<file path="config.mk">
export PLATFORM = sky130hd
export DESIGN_NAME = qmem_wb_ctrl
export DESIGN_NICKNAME = d
export VERILOG_FILES = /design/src/rtl/qmem_wb_ctrl.sv
export SDC_FILE = /design/constraint.sdc
export NUM_CORES = 1
export LEC_CHECK = 0
export CAP_MARGIN = 20
export CORE_UTILIZATION = 41
export DETAILED_ROUTE_END_ITERATION = 7
export PLACE_DENSITY_LB_ADDON = 0.05
export REMOVE_ABC_BUFFERS = 1
export SLEW_MARGIN = 20
export SYNTH_ARGS = -nofsm -noshare
export SYNTH_HDL_FRONTEND = slang
export SYNTH_SLANG_ARGS = --single-unit
</file>
<file path="constraint.sdc">
create_clock -name clk -period 2.5 [get_ports clk]
set_input_delay 0.625 -clock clk [delete_from_list [all_inputs] [get_ports clk]]
set_output_delay 0.625 -clock clk [all_outputs]
set_load 0.01 [all_outputs]
</file>
<file path="src/rtl/qmem_wb_ctrl.sv">
// Q-table memory interface: read-address generation, valid-tracked write-back pipeline,
// one-hot bank write issue with byte enables, RAW hazard detection and write/drop statistics.
module qmem_wb_ctrl #(
    parameter int unsigned S_W     = 12,
    parameter int unsigned N_ACT   = 4,
    parameter int unsigned BYTE_EN = 4,
    parameter int unsigned WB_LAT  = 7,
    parameter int unsigned A_STAGE = 1,
    parameter int unsigned ADDR_W  = 32,
    parameter logic [ADDR_W-1:0] ADDR_BASE = '0,
    parameter int unsigned CNT_W   = 16,
    localparam int unsigned A_W    = $clog2(N_ACT),
    localparam int unsigned WB_W   = N_ACT * BYTE_EN
) (
    input  logic              clk,
    input  logic              rst,
    input  logic              rd_valid,
    input  logic [S_W-1:0]    S,
    input  logic [A_W-1:0]    A,
    input  logic              wen,
    input  logic              flush,
    output logic [ADDR_W-1:0] RD_ADDR,
    output logic              raw_hazard,
    output logic [ADDR_W-1:0] WR_ADDR,
    output logic [WB_W-1:0]   wen_bank,
    output logic [N_ACT-1:0]  en_bank,
    output logic [CNT_W-1:0]  wr_cnt,
    output logic [CNT_W-1:0]  drop_cnt
);

    localparam int unsigned LAST = WB_LAT - 1;

    logic           slot_v [WB_LAT];
    logic [S_W-1:0] slot_s [WB_LAT];
    logic [A_W-1:0] slot_a [WB_LAT];

    logic             ret_v;
    logic [S_W-1:0]   ret_s;
    logic [A_W-1:0]   ret_a;
    logic [N_ACT-1:0] en_next;
    logic [WB_W-1:0]  wen_next;
    logic             hit;

    assign RD_ADDR = ADDR_BASE + (ADDR_W'(S) << 2);

    // Retire stage; when the action is sampled in the last stage it bypasses the slot storage.
    assign ret_v = slot_v[LAST];
    assign ret_s = slot_s[LAST];
    assign ret_a = (A_STAGE == LAST) ? A : slot_a[LAST];

    // Valid bits: the only slot state that needs reset; flush drops the incoming lookup too.
    always_ff @(posedge clk) begin
        if (rst || flush) begin
            for (int unsigned k = 0; k < WB_LAT; k++) begin
                slot_v[k] <= 1'b0;
            end
        end else begin
            slot_v[0] <= rd_valid;
            for (int unsigned k = 1; k < WB_LAT; k++) begin
                slot_v[k] <= slot_v[k-1];
            end
        end
    end

    // Payload shift; contents are meaningless unless the matching valid bit is set.
    always_ff @(posedge clk) begin
        slot_s[0] <= S;
        slot_a[0] <= A;
        for (int unsigned k = 1; k < WB_LAT; k++) begin
            slot_s[k] <= slot_s[k-1];
            slot_a[k] <= (k == A_STAGE + 1) ? A : slot_a[k-1];
        end
    end

    // Bank decode for the retiring action.
    always_comb begin
        en_next  = '0;
        wen_next = '0;
        for (int unsigned i = 0; i < N_ACT; i++) begin
            if (ret_a == A_W'(i)) begin
                en_next[i]                    = 1'b1;
                wen_next[i*BYTE_EN +: BYTE_EN] = '1;
            end
        end
    end

    always_ff @(posedge clk) begin
        if (rst) begin
            WR_ADDR  <= '0;
            en_bank  <= '0;
            wen_bank <= '0;
            wr_cnt   <= '0;
            drop_cnt <= '0;
        end else begin
            en_bank  <= '0;
            wen_bank <= '0;
            if (ret_v && wen) begin
                WR_ADDR  <= ADDR_BASE + (ADDR_W'(ret_s) << 2);
                en_bank  <= en_next;
                wen_bank <= wen_next;
                if (!(&wr_cnt)) begin
                    wr_cnt <= wr_cnt + CNT_W'(1);
                end
            end else if (ret_v) begin
                if (!(&drop_cnt)) begin
                    drop_cnt <= drop_cnt + CNT_W'(1);
                end
            end
        end
    end

    // Hazard covers every in-flight slot plus the write pulse currently on the bank port.
    always_comb begin
        hit = 1'b0;
        for (int unsigned k = 0; k < WB_LAT; k++) begin
            if (slot_v[k] && (slot_s[k] == S)) begin
                hit = 1'b1;
            end
        end
        if ((|en_bank) && (WR_ADDR == RD_ADDR)) begin
            hit = 1'b1;
        end
        raw_hazard = rd_valid && hit;
    end

endmodule

</file>
==> After elaboration in Yosys (flattened, before gate mapping) <==
Memories as Yosys holds them, arrays and structs flattened.
Cells that the tools add are included.
{ "op_classes": {"n_addsub": 2, "n_reduce_logical": 18, "n_mux": 26, "eq_ne": 11, "bitwise": 10} }
{ "ops": {"columns": ["op", "count"], "rows": [
  ["$eq A12 B12 Y1", 8],
  ["$add A16 B1 Y16 const B", 2],
  ["$reduce_and A16 Y1", 2],
  ["$mux W1", 22],
  ["$mux W4", 4],
  ["$logic_and A1 B1 Y1", 10],
  ["$or A1 B1 Y1", 7],
  ["$eq A2 B2 Y1 const B", 2],
  ["$reduce_or A4 Y1", 1],
  ["$not A1 Y1", 3],
  ["$reduce_and A3 Y1", 1],
  ["$eq A2 B1 Y1 const B", 1],
  ["$logic_not A2 Y1", 1],
  ["$reduce_and A2 Y1", 1],
  ["$reduce_or A2 Y1", 1],
  ["$logic_or A1 B1 Y1", 1]
]} }
{ "totals": {"out_inout_bits": 117, "ff_bits": 64, "ramBits": 105, "word_cells": 75, "in_bits": 19, "n_memories": 3} }
{ "mem_list": {"columns": ["memory", "depth", "word_bits", "read_ports", "rd_ports_with_merged_regs", "write_ports", "line_no", "rtl"], "rows": [
  ["slot_s", 7, 12, 7, 0, 7, "34", "logic [S_W-1:0] slot_s [WB_LAT];"],
  ["slot_a", 7, 2, 6, 0, 7, "35", "logic [A_W-1:0] slot_a [WB_LAT];"],
  ["slot_v", 7, 1, 7, 0, 7, "33", "logic slot_v [WB_LAT];"]
]} }

==> Longest topological paths before layout <==
Gate-level depths: netlist of run 1.
An unclocked memory read counts as a cell.
{ "depth": {"word_depth": 12, "mapped_depth": 7, "mapped_depth_nobuf": 6} }

==> Least setup slack after synthesis of run 1 <==
OpenSTA, ideal clock, no wires.
{ "synth_timing": {"path_type": "input-to-output", "start": "in S[8]", "end": "out raw_hazard", "path_slack_ps": 71, "path_buffers": 1, "cell_stages": 6, "arrival_time_ps": 1804, "cell_sequence": "clkbuf_1 -> xnor2_1 -> nand4_1 -> nor4_1 -> a41oi_1 -> a41oi_1"} }
{ "synth_between": {"elab_chain_len": 11, "word_cells_on_any_way": 25, "cone_classes": "eq/ne (8); mux (8); reduce/logical (9)"} }
{ "synth_rtl": {"columns": ["item", "line_no", "rtl"], "rows": [
  ["from (decl)", "18", "input logic [S_W-1:0] S,"],
  ["$eq A12 B12 Y1", "116", "if (slot_v[k] && (slot_s[k] == S)) begin"],
  ["$logic_and A1 B1 Y1", "116", null],
  ["$mux W1 (7 in a row)", "116", null],
  ["$mux W1 (*)", "120", "if ((|en_bank) && (WR_ADDR == RD_ADDR)) begin"],
  ["$logic_and A1 B1 Y1 (*)", "123", "raw_hazard = rd_valid && hit;"],
  ["to (decl)", "23", "output logic raw_hazard,"]
]} }
Every way passes the cells marked *; elsewhere a longest branch is shown, timed or not.

==> Worst setup path in the final report of run 1 <==
{ "layout_timing": {"start": "in S[9]", "end": "out raw_hazard"} }
The elaborated chain is that of the path after synthesis.

==> results of run 1 <==
## metal layers
layer | up-vias | share of wire
li1 | 2035 | -
met4 | 0 | 0.012
met2 | 80 | 0.52
met5 | - | 0
met1 | 1884 | 0.43
met3 | 11 | 0.034
## synth_stat cells (2+ instances only)
library cell,instances
sky130_fd_sc_hd__or3_1,2
sky130_fd_sc_hd__xnor2_1,89
sky130_fd_sc_hd__and2_1,7
sky130_fd_sc_hd__a21oi_1,21
sky130_fd_sc_hd__buf_2,13
sky130_fd_sc_hd__nor3_1,6
sky130_fd_sc_hd__dfxtp_1,149
sky130_fd_sc_hd__xor2_1,35
sky130_fd_sc_hd__and3_1,5
sky130_fd_sc_hd__a211oi_2,2
sky130_fd_sc_hd__clkbuf_1,8
sky130_fd_sc_hd__a41oi_1,5
sky130_fd_sc_hd__buf_4,68
sky130_fd_sc_hd__nand2_1,37
sky130_fd_sc_hd__nor2_1,34
sky130_fd_sc_hd__a211oi_1,7
sky130_fd_sc_hd__nand4_1,20
sky130_fd_sc_hd__nor4_1,12
sky130_fd_sc_hd__mux2i_1,2
sky130_fd_sc_hd__nand3_1,18
sky130_fd_sc_hd__and4_1,4
sky130_fd_sc_hd__ha_1,2
sky130_fd_sc_hd__inv_1,4
## what timing repair did
| item | in CTS | in global routing |
|---|---|---|
| setup endpoints to repair | 4 | 1 |
| resized for setup | 74 | 55 |
| gates cloned | 1 | 2 |
| buffers inserted | 13 | 4 |
| pin swaps | 21 | 30 |
## layout make-up
| type | instances | area [um^2] | share of cell area |
|---|---|---|---|
| well taps | 180 | 225 | 0.0277 |
| repair buffers | 157 | 1550 | 0.191 |
| flip-flops and latches | 149 | 2980 | 0.367 |
| clock buffers | 18 | 429 | 0.0528 |
| multi-input cells | 362 | 2800 | 0.344 |
| clock inverters | 14 | 126 | 0.0155 |
| inverters | 4 | 15.0 | 0.00185 |
## report_power, final
group          internal (W)  switching (W)  total (W)  leakage, nW
Combinational      0.000238       0.000210   0.000447         1.65
Clock               0.00138        0.00103    0.00240        0.272
Sequential          0.00246      0.0000586    0.00252         1.24
## worst max-delay path, stage by stage
cell and delay, ps:
sky130_fd_sc_hd__buf_2 140, sky130_fd_sc_hd__buf_8 140, sky130_fd_sc_hd__buf_4 130, sky130_fd_sc_hd__xnor2_1 210
sky130_fd_sc_hd__nand3_2 130, sky130_fd_sc_hd__nor4_4 280, sky130_fd_sc_hd__a41oi_2 70, sky130_fd_sc_hd__a41oi_2 200
sky130_fd_sc_hd__buf_2 170
## cell families after synthesis
| logic type | after synthesis |
|---|---|
| compound gates | 40 |
| flops | 149 |
| mux | 2 |
| fa+ha+maj | 2 |
| buf+inv | 93 |
| xor+xnor | 124 |
| other cells | 1 |
| simple gates | 154 |
## flip-flops by register name, indices dropped and copies added, names as in the netlist
signal and count:
slot_s 84, drop_cnt 16, wr_cnt 16, WR_ADDR 12
slot_a 10, slot_v 7, wen_bank 4
## how the worst max path moves through the flow
| stage | depth (start not counted) | start | to | slack (ps) |
|---|---|---|---|---|
| 3_3_place_gp | 8 | S[4] | raw_hazard | -1140 |
| 5_1_grt | 9 | S[9] | raw_hazard | -330 |
| 2_1_floorplan | 5 | S[1] | raw_hazard | 380 |
| 6_report | 9 | S[9] | raw_hazard | -230 |
| 3_5_place_dp | 8 | S[11] | raw_hazard | -1170 |
| 4_1_cts | 9 | S[3] | raw_hazard | -320 |
## per-stage QoR
stage	hold slack, ps	util	std cells	TNS (ps)	cell area, um^2
after floorplan	310	-	515	0	5350
after global placement	312	0.502	835	-1330	6960
after detailed placement	313	0.502	835	-1380	6960
after CTS	326	0.566	881	-324	7850
after global routing	329	0.586	884	-334	8130
final	323	0.586	884	-227	8130
==> results.txt, run 1 <==
- Run status: complete, but fails checks
- The final reports fail on negative setup slack.
- Number of fill cells in the layout: around 1,200
* Post-placement worst setup slack: -1170 ps
- In this run, synthesis produced a sequential element count of 149.
* Worst hold path stage count: 0
- After synthesis, the mean cell area works out to 10.3 um^2.
- WP data arrival: 2100 ps
- Entering global routing, the biggest net connects 23 pins.
- Number of H-tree branching levels: 4
* Critical setup path kind: in -> out
- Area fraction of the dominant cell type after synthesis: 0.513
- For this run, global-route usage on met1 was measured as 0.201.
- The Yosys step of the flow raised 0 warnings.
- Most frequent cells in the layout: 149 x sky130_fd_sc_hd__dfxtp_1, 81 x sky130_fd_sc_hd__clkdlybuf4s50_1, 60 x sky130_fd_sc_hd__xnor2_1
* Number of endpoints with negative hold slack in the final report: 0
* Clk_lat worst skew: 420 ps
* Period Utilization, post-route: 1.09
* Total count of max-transition violations in the final report: 0
- Site row count: 43
- Multiplexer share of the synthesized area: 0.00344
* Effective utilization at floorplan: 0.419
- For this run, the register share of the synthesized area comes to 0.513.
- Depth of the most critical reg-to-reg path: 6
- Of the total synthesized cell area, the portion taken by full adders, half adders and majority gates is 0.00430.
* Final weighted congestion in routability-driven placement: 0.835
* Number of antenna violations at the first check in global routing: 0
* DIE WIDTH: 121 um
- Via count: 4,010
- For hold timing, the worst endpoint is slot_a[4][0].
- Global-route usage over all layers: 0.172
- Of the cells placed in the final design, the portion with a size suffix greater than 1 is 0.233.
- The worst setup path is captured at an output pin.
- Subtracting the final worst setup slack from the clock period gives 2730 ps.
* Reg2reg setup slack: 690 ps
- Antenna diode instance count: 0
* Critical path startpoint category: primary input
* Vias per std cell: 4.54
- Setup violators final: 1
* Clock buffer count from CTS: 17
* Initial DRT Pass Iterations: 4
- Core box area: 13,900 um^2
- At the worst endpoint, the required time is 1880 ps.
* Worst hold start: slot_a[3][0]
* Endpoint of the lowest-slack register-to-register path: wr_cnt[10]
* Input/output buffers: 95
- In this run the remaining antenna-violating nets after routing total 0.
- Total standard cell area after synthesis: slightly below 6000 um^2
- Via count of the first global-routing pass: about 3,800
- Sorting the synthesized cells by area gives the leading types as sky130_fd_sc_hd__dfxtp_1 51%, sky130_fd_sc_hd__xnor2_1 13%, sky130_fd_sc_hd__buf_4 8.8%, sky130_fd_sc_hd__xor2_1 5.3%, sky130_fd_sc_hd__nand2_1 2.4%.
- Relative to the synthesized area, the layout overhead comes to 39.9%.
* Xor and xnor fraction of the mapped netlist area: 0.187
- Once routing completed, OpenROAD measured the worst setup slack at -227 ps.
* Routed wire length per instance: 14.1 um
* Clock Tree Root: sky130_fd_sc_hd__clkbuf_16
* Crit Path Max Fanout: 3
- GRT met3 Usage: 0.0503
- Power consumption: approximately 0.0054 W
- The floorplan step defined a die boundary enclosing about 15,000 um^2.
* Headroom to the max-slew limit: 0.636
* Clock tree skew after final layout: 6.99 ps
- The clock net in this run drives a total of 149 sinks.
* Number of synthesized flops with an enable pin: 0
- Dividing total power by cell area gives a power density of 660 nW/um^2.
- For this design the static power due to leakage is approximately 3.2 nW.
- IR analysis of the VDD net gives a maximum drop of 0.511 mV.
- sky130_fd_sc_hd__dfxtp_1 takes more of the synthesized area than any other cell.
* Unrepaired setup endpoints after global routing: true
- The detailed router finished its first iteration with 169 violations.
- Dominant combinational cell family by area after synthesis: XOR/XNOR gates
* Fraction of synthesis flops using an asynchronous set or reset pin: 0
- TritonCTS built the clock tree.
- Post-synthesis cell count: 565
- Total Routed Length: 12,400 um
- Post-layout net count: about 710
- Once detailed placement completed, the half-perimeter wirelength came to 8550 um.
- The startpoint identified for the worst register-to-register timing path is wr_cnt[0].
* Layer with the highest usage after global routing: met2
* Max-cap violations: 0
* Quantity of hold-fixing buffers added after cts: 0
- I/O Pins: 136
- Worst Hold Class: reg -> reg
- Met2 capacity usage during global routing: 0.294
- Static timing analysis puts the maximum clock frequency at between 300 and 400 MHz.
* Slew at the pin closest to its max-slew limit: 532 ps
- After clock tree synthesis, the clock-pin slew on the worst setup and hold paths is roughly 60 ps.
- Die Ht: 121 um
- Leading cell type in the layout, fill and taps excluded: sky130_fd_sc_hd__dfxtp_1
* Buffers from clock root to sink, at most: 2
- The first global-routing pass estimated 18,900 um of wire.
- Among all flip-flop cells after synthesis, the most frequent one is sky130_fd_sc_hd__dfxtp_1.
* Complex-gate fraction of the synthesized area: 0.0467
- Counting distinct cell types in the post-synthesis netlist gives 38.
* Basic-gate share of the synthesized area counting and, or, nand and nor cells: 0.138
- After detailed routing, the number of remaining DRC violations is 0.
* GRT overflow: 0
(Power assumes the default switching activity.)
==> run 2, diff against run 1 <==
- CAP_MARGIN: 20 -> 30
==> results of run 2 <==
No change in the layout: final DEF, timing and power equal those of run 1.
==> run 3, diff against run 2 <==
- ABC_AREA: default -> 1
- HOLD_SLACK_MARGIN: default -> 0.1
==> run 3 against run 2 <==
The flow now finishes without violations. Combinational power shrank 4.7%. Clock skew shrank 1.3 ps. Final area grew 4.2%. Count of clock-buffer cells in the layout grew 2. Utilization shrank 3.5 points. Worst hold slack gained 3.0 ps. Setup slack gained 240 ps. Die area grew 12%. Total power grew 7.3%. Via count grew 35%. Critical path type unchanged. Highest routed layer unchanged.
==> results.txt, run 3 <==
- The switching power share of the total is 0.224 (was 0.241).
- The kind of end point of the critical path is an output pin (unchanged).
- Buffers & Inverters on Critical Path: 3 (was 4)
- Leading cell type by number of instances after synthesis: sky130_fd_sc_hd__nand2_1 (was sky130_fd_sc_hd__dfxtp_1)
- Final ANT Viol Nets: 0 (unchanged)
* Post-placement worst setup slack: -1030 ps (was -1170 ps)
- The setup slack of the most critical reg-to-reg path came to 420 ps (was 690 ps).
* Ys flop type: sky130_fd_sc_hd__dfxtp_1 (unchanged)
- The number of nets in the final layout was 1,027 (was 712).
* Crit Path Max Fanout: 8 (was 3)
* Antenna diode instance count: 0 (unchanged)
* Master of the slowest instance on the critical path: sky130_fd_sc_hd__clkbuf_4 (was sky130_fd_sc_hd__nor4_4)
* Worst hold slack across all endpoints: 326 ps (was 323 ps)
- The clock power share was 0.488 (was 0.448).
- The share of the core filled with cells is 0.551 (was 0.586).
- The top-level port count is 136 (unchanged).
- The sequential cell area fraction in the yosys report came to 0.457 (was 0.513).
- Total standard cell area after synthesis: 6530 um^2 (was 5810 um^2)
- Number of synthesized flops with an enable pin: 0 (unchanged)
* Largest registers: slot_s: 84 flops, drop_cnt: 16 flops, wr_cnt: 16 flops (unchanged)
- Reg power frac: 0.438 (was 0.469)
* Area Overhead vs Synth: 29.8% (was 39.9%)
- Maximum number of pins on one net before global-route repair: 26 (was 23)
- CTS tree: yes (unchanged)
- The mean area per synthesized cell was 7.26 um^2 (was 10.3 um^2).
* Unrepaired setup endpoints after global routing: true (unchanged)
- Final worst slack: 16.7 ps (was -227 ps)
- Buffers from clock root to sink, at most: 2 (unchanged)
- Ys Warns: 0 (unchanged)
* Share of layout cells above drive strength 1: 0.149 (was 0.233)
- The switching power summed over all nets is 0.00129 W (about the same).
- The path class of the lowest-slack min-delay path is reg -> reg (unchanged).
- Number of antenna violations at the first check in global routing: 0 (unchanged)
* Effective utilization at floorplan: 0.425 (was 0.419)
- CTS sink cnt: 149 (unchanged)
- Ranking of synthesized cells by area: sky130_fd_sc_hd__dfxtp_1 46%, sky130_fd_sc_hd__nand2_1 16%, sky130_fd_sc_hd__buf_4 7.9%, sky130_fd_sc_hd__nor2_1 5.6%, sky130_fd_sc_hd__inv_1 5.3% (was sky130_fd_sc_hd__dfxtp_1 51%, sky130_fd_sc_hd__xnor2_1 13%, sky130_fd_sc_hd__buf_4 8.8%, sky130_fd_sc_hd__xor2_1 5.3%, sky130_fd_sc_hd__nand2_1 2.4%)
* Global-route usage over all layers: 0.207 (was 0.172)
- Register clock-pin slew on the reported worst setup and hold paths: 60 ps (about the same)
* Fraction of synthesis flops using an asynchronous set or reset pin: 0 (unchanged)
- The violation count after the first detailed-routing iteration is 336 (was 169).
- The vertical die dimension was 128 um (was 121 um).
* Unique cell type count in the Yosys netlist: 30 (was 38)
- Most frequent cells in the layout: 281 x sky130_fd_sc_hd__nand2_1, 148 x sky130_fd_sc_hd__dfxtp_1, 87 x sky130_fd_sc_hd__inv_1 (was 149 x sky130_fd_sc_hd__dfxtp_1, 81 x sky130_fd_sc_hd__clkdlybuf4s50_1, 60 x sky130_fd_sc_hd__xnor2_1)
- Post-route minimum period: 2480 ps (was 2730 ps)
* Vias per std cell: 4.41 (was 4.54)
- The register ranked first by flip-flop count is slot_s (unchanged).
- Site row count: 45 (was 43)
- The clock tree skew after final layout was 5.66 ps (was 6.99 ps).
* Quantity of hold-fixing buffers added after cts: 0 (unchanged)
* Period Utilization, post-route: 0.993 (was 1.09)
- Clock Tree Root: sky130_fd_sc_hd__clkbuf_16 (unchanged)
- The launching element type of the critical path is a primary input (unchanged).
- Number of remaining DRC errors: 0 (unchanged)
- The area inside the core boundary was 15,400 um^2 (was 13,900 um^2).
* Highest cell delay on the worst timing path: 160 ps (was 280 ps)
- The number of global-route vias before repair is 5,177 (was 3,792).
- Via count: 5,430 (was 4,010)
- The critical path class is in -> out (unchanged).
* Final weighted congestion in routability-driven placement: 0.892 (was 0.835)
- The library cell with the largest summed area after synthesis was sky130_fd_sc_hd__dfxtp_1 (unchanged).
- Most used cell along the critical path: sky130_fd_sc_hd__nand2_1
- WP data arrival: 1860 ps (was 2100 ps)
- The worst ir drop on vdd was 0.470 mV (was 0.511 mV).
- The total power density per cell area came to 680 nW/um^2 (was 660 nW/um^2).
- DIE WIDTH: 128 um (was 121 um)
- Setup violators final: 0 (was 1)
* Crit-path cells: clkbuf_4 -> buf_6 -> nand2_1 -> nand2_1 -> nor2_1 -> nand2_1 -> nor2_1 -> nand2_1 -> nand2_1 -> nor2_1 -> a21oi_2 -> buf_2 (was buf_2 -> buf_8 -> buf_4 -> xnor2_1 -> nand3_2 -> nor4_4 -> a41oi_2 -> a41oi_2 -> buf_2)
- F_max: 403 MHz (was 367 MHz)
* Die area: 16,400 um^2 (was 14,700 um^2)
* Total Routed Length: 16,200 um (was 12,400 um)
- The power share of the combinational group is 0.074 (was 0.083).
* Largest delay share family, worst path: simple AND/OR/NAND/NOR gates (was buffers and inverters)
- Number of H-tree branching levels: 4 (unchanged)
- The leakage power is 3.80 nW (was 3.16 nW).
- Post-synthesis cell count: 899 (was 565)
- Cell types with the highest counts after synthesis: 284 x sky130_fd_sc_hd__nand2_1, 149 x sky130_fd_sc_hd__dfxtp_1, 98 x sky130_fd_sc_hd__nor2_1 (was 149 x sky130_fd_sc_hd__dfxtp_1, 89 x sky130_fd_sc_hd__xnor2_1, 68 x sky130_fd_sc_hd__buf_4)
- First-pass GRT wire length: 25,700 um (was 18,900 um)
- Clk_lat worst skew: 420 ps (about the same)
- Run status: completed (was complete, but fails checks).
* Cell internal power dissipation: 0.00447 W (was 0.00407 W)
* Routed wire length per instance: 13.1 um (was 14.1 um)
* Clock buffer count from CTS: 17 (unchanged)
* Area fraction of the dominant cell type after synthesis: 0.457 (was 0.513)
- Max-cap violations: 0 (unchanged)
- Required time reported for the critical path endpoint: 1880 ps (about the same)
- The flip-flop count of the largest register after layout was 84 (unchanged).
- The number of hold violations in the final report was 0 (unchanged).
* Initial DRT Pass Iterations: 5 (was 4)
- The post-detailed-placement half-perimeter wirelength is 11,700 um (was 8550 um).
- The overall overflow remaining after global route came to 0 (unchanged).
* Input/output buffers: 95 (unchanged)
- Post-synthesis sequential element count: 149 (unchanged)
- The most common cell after layout, fill and taps aside was sky130_fd_sc_hd__nand2_1 (was sky130_fd_sc_hd__dfxtp_1).
* Total count of max-transition violations in the final report: 0 (unchanged)
-- run 3: worst paths after layout --
| kind | startpoint | to | depth (start not counted) |
|---|---|---|---|
| setup reg to reg | wr_cnt[0] | wr_cnt[4] | 10 |
| hold / removal | slot_a[5][0] | slot_a[6][0] | 0 |
| setup / recovery | S[3] | raw_hazard | 12 |
| hold reg to reg | slot_a[5][0] | slot_a[6][0] | 0 |
-- run 3: cell families (layout without fill, tap and decap cells) --
group,after synthesis,in the layout,share of synthesized area
and+or+nand+nor,437,437,0.269
buffers and inverters,192,273,0.155
DFF,149,149,0.457
AOI/OAI and AO/OA,82,82,0.0663
xor gates and xnor gates,36,36,0.0483
adders and majority gates,2,2,0.00383
other,1,40,0.000574
-- run 3: layout make-up --
class / count / area [um^2]
Clock inverter: 12 / 200
Sequential cell: 149 / 2980
Timing Repair inverter: 2 / 7.51
Clock buffer: 20 / 457
Multi-Input combinational cell: 597 / 2850
Timing Repair Buffer: 136 / 1290
Inverter: 103 / 414
Fill cell: 1499 / 6900
Tap cell: 211 / 264
-- run 3: power by group through the flow --
stage | combinational [W] | clock [W] | sequential [W]
5_1_grt | 0.000474 | 0.00297 | 0.00253
2_1_floorplan | 0.000190 | 0 | 0.00255
6_report | 0.000426 | 0.00281 | 0.00252
3_3_place_gp | 0.000371 | 0 | 0.00257
3_5_place_dp | 0.000368 | 0 | 0.00256
4_1_cts | 0.000416 | 0.00286 | 0.00252
-- run 3: what timing repair did --
| item | in CTS | in global routing |
|---|---|---|
| gates resized for setup | 107 | 31 |
| buffers inserted | 7 | 0 |
| endpoints found under the setup margin | 1 | 2 |
| cloned | 3 | 0 |
| endpoints found under the hold margin | 0 | 0 |
| pin swaps | 38 | 34 |
-- run 3: metal layers --
metal | GRT usage | up-vias | wire [um]
met5 | 0 | - | 0
met2 | 0.344 | 150 | 7770
met3 | 0.0463 | 22 | 729
met1 | 0.257 | 2398 | 7380
met4 | 0.0879 | 0 | 279
li1 | - | 2860 | -
-- run 3: metrics by stage --
step / TNS [ps] / area (um^2) / cells / power, W
after floorplan: 0 / 6050 / 849 / 0.00274
after global placement: -1040 / 7520 / 1188 / 0.00294
after detailed placement: -1030 / 7520 / 1188 / 0.00293
after CTS: 0 / 8400 / 1230 / 0.00579
after global routing: -40.4 / 8470 / 1230 / 0.00597
final: 0 / 8470 / 1230 / 0.00576
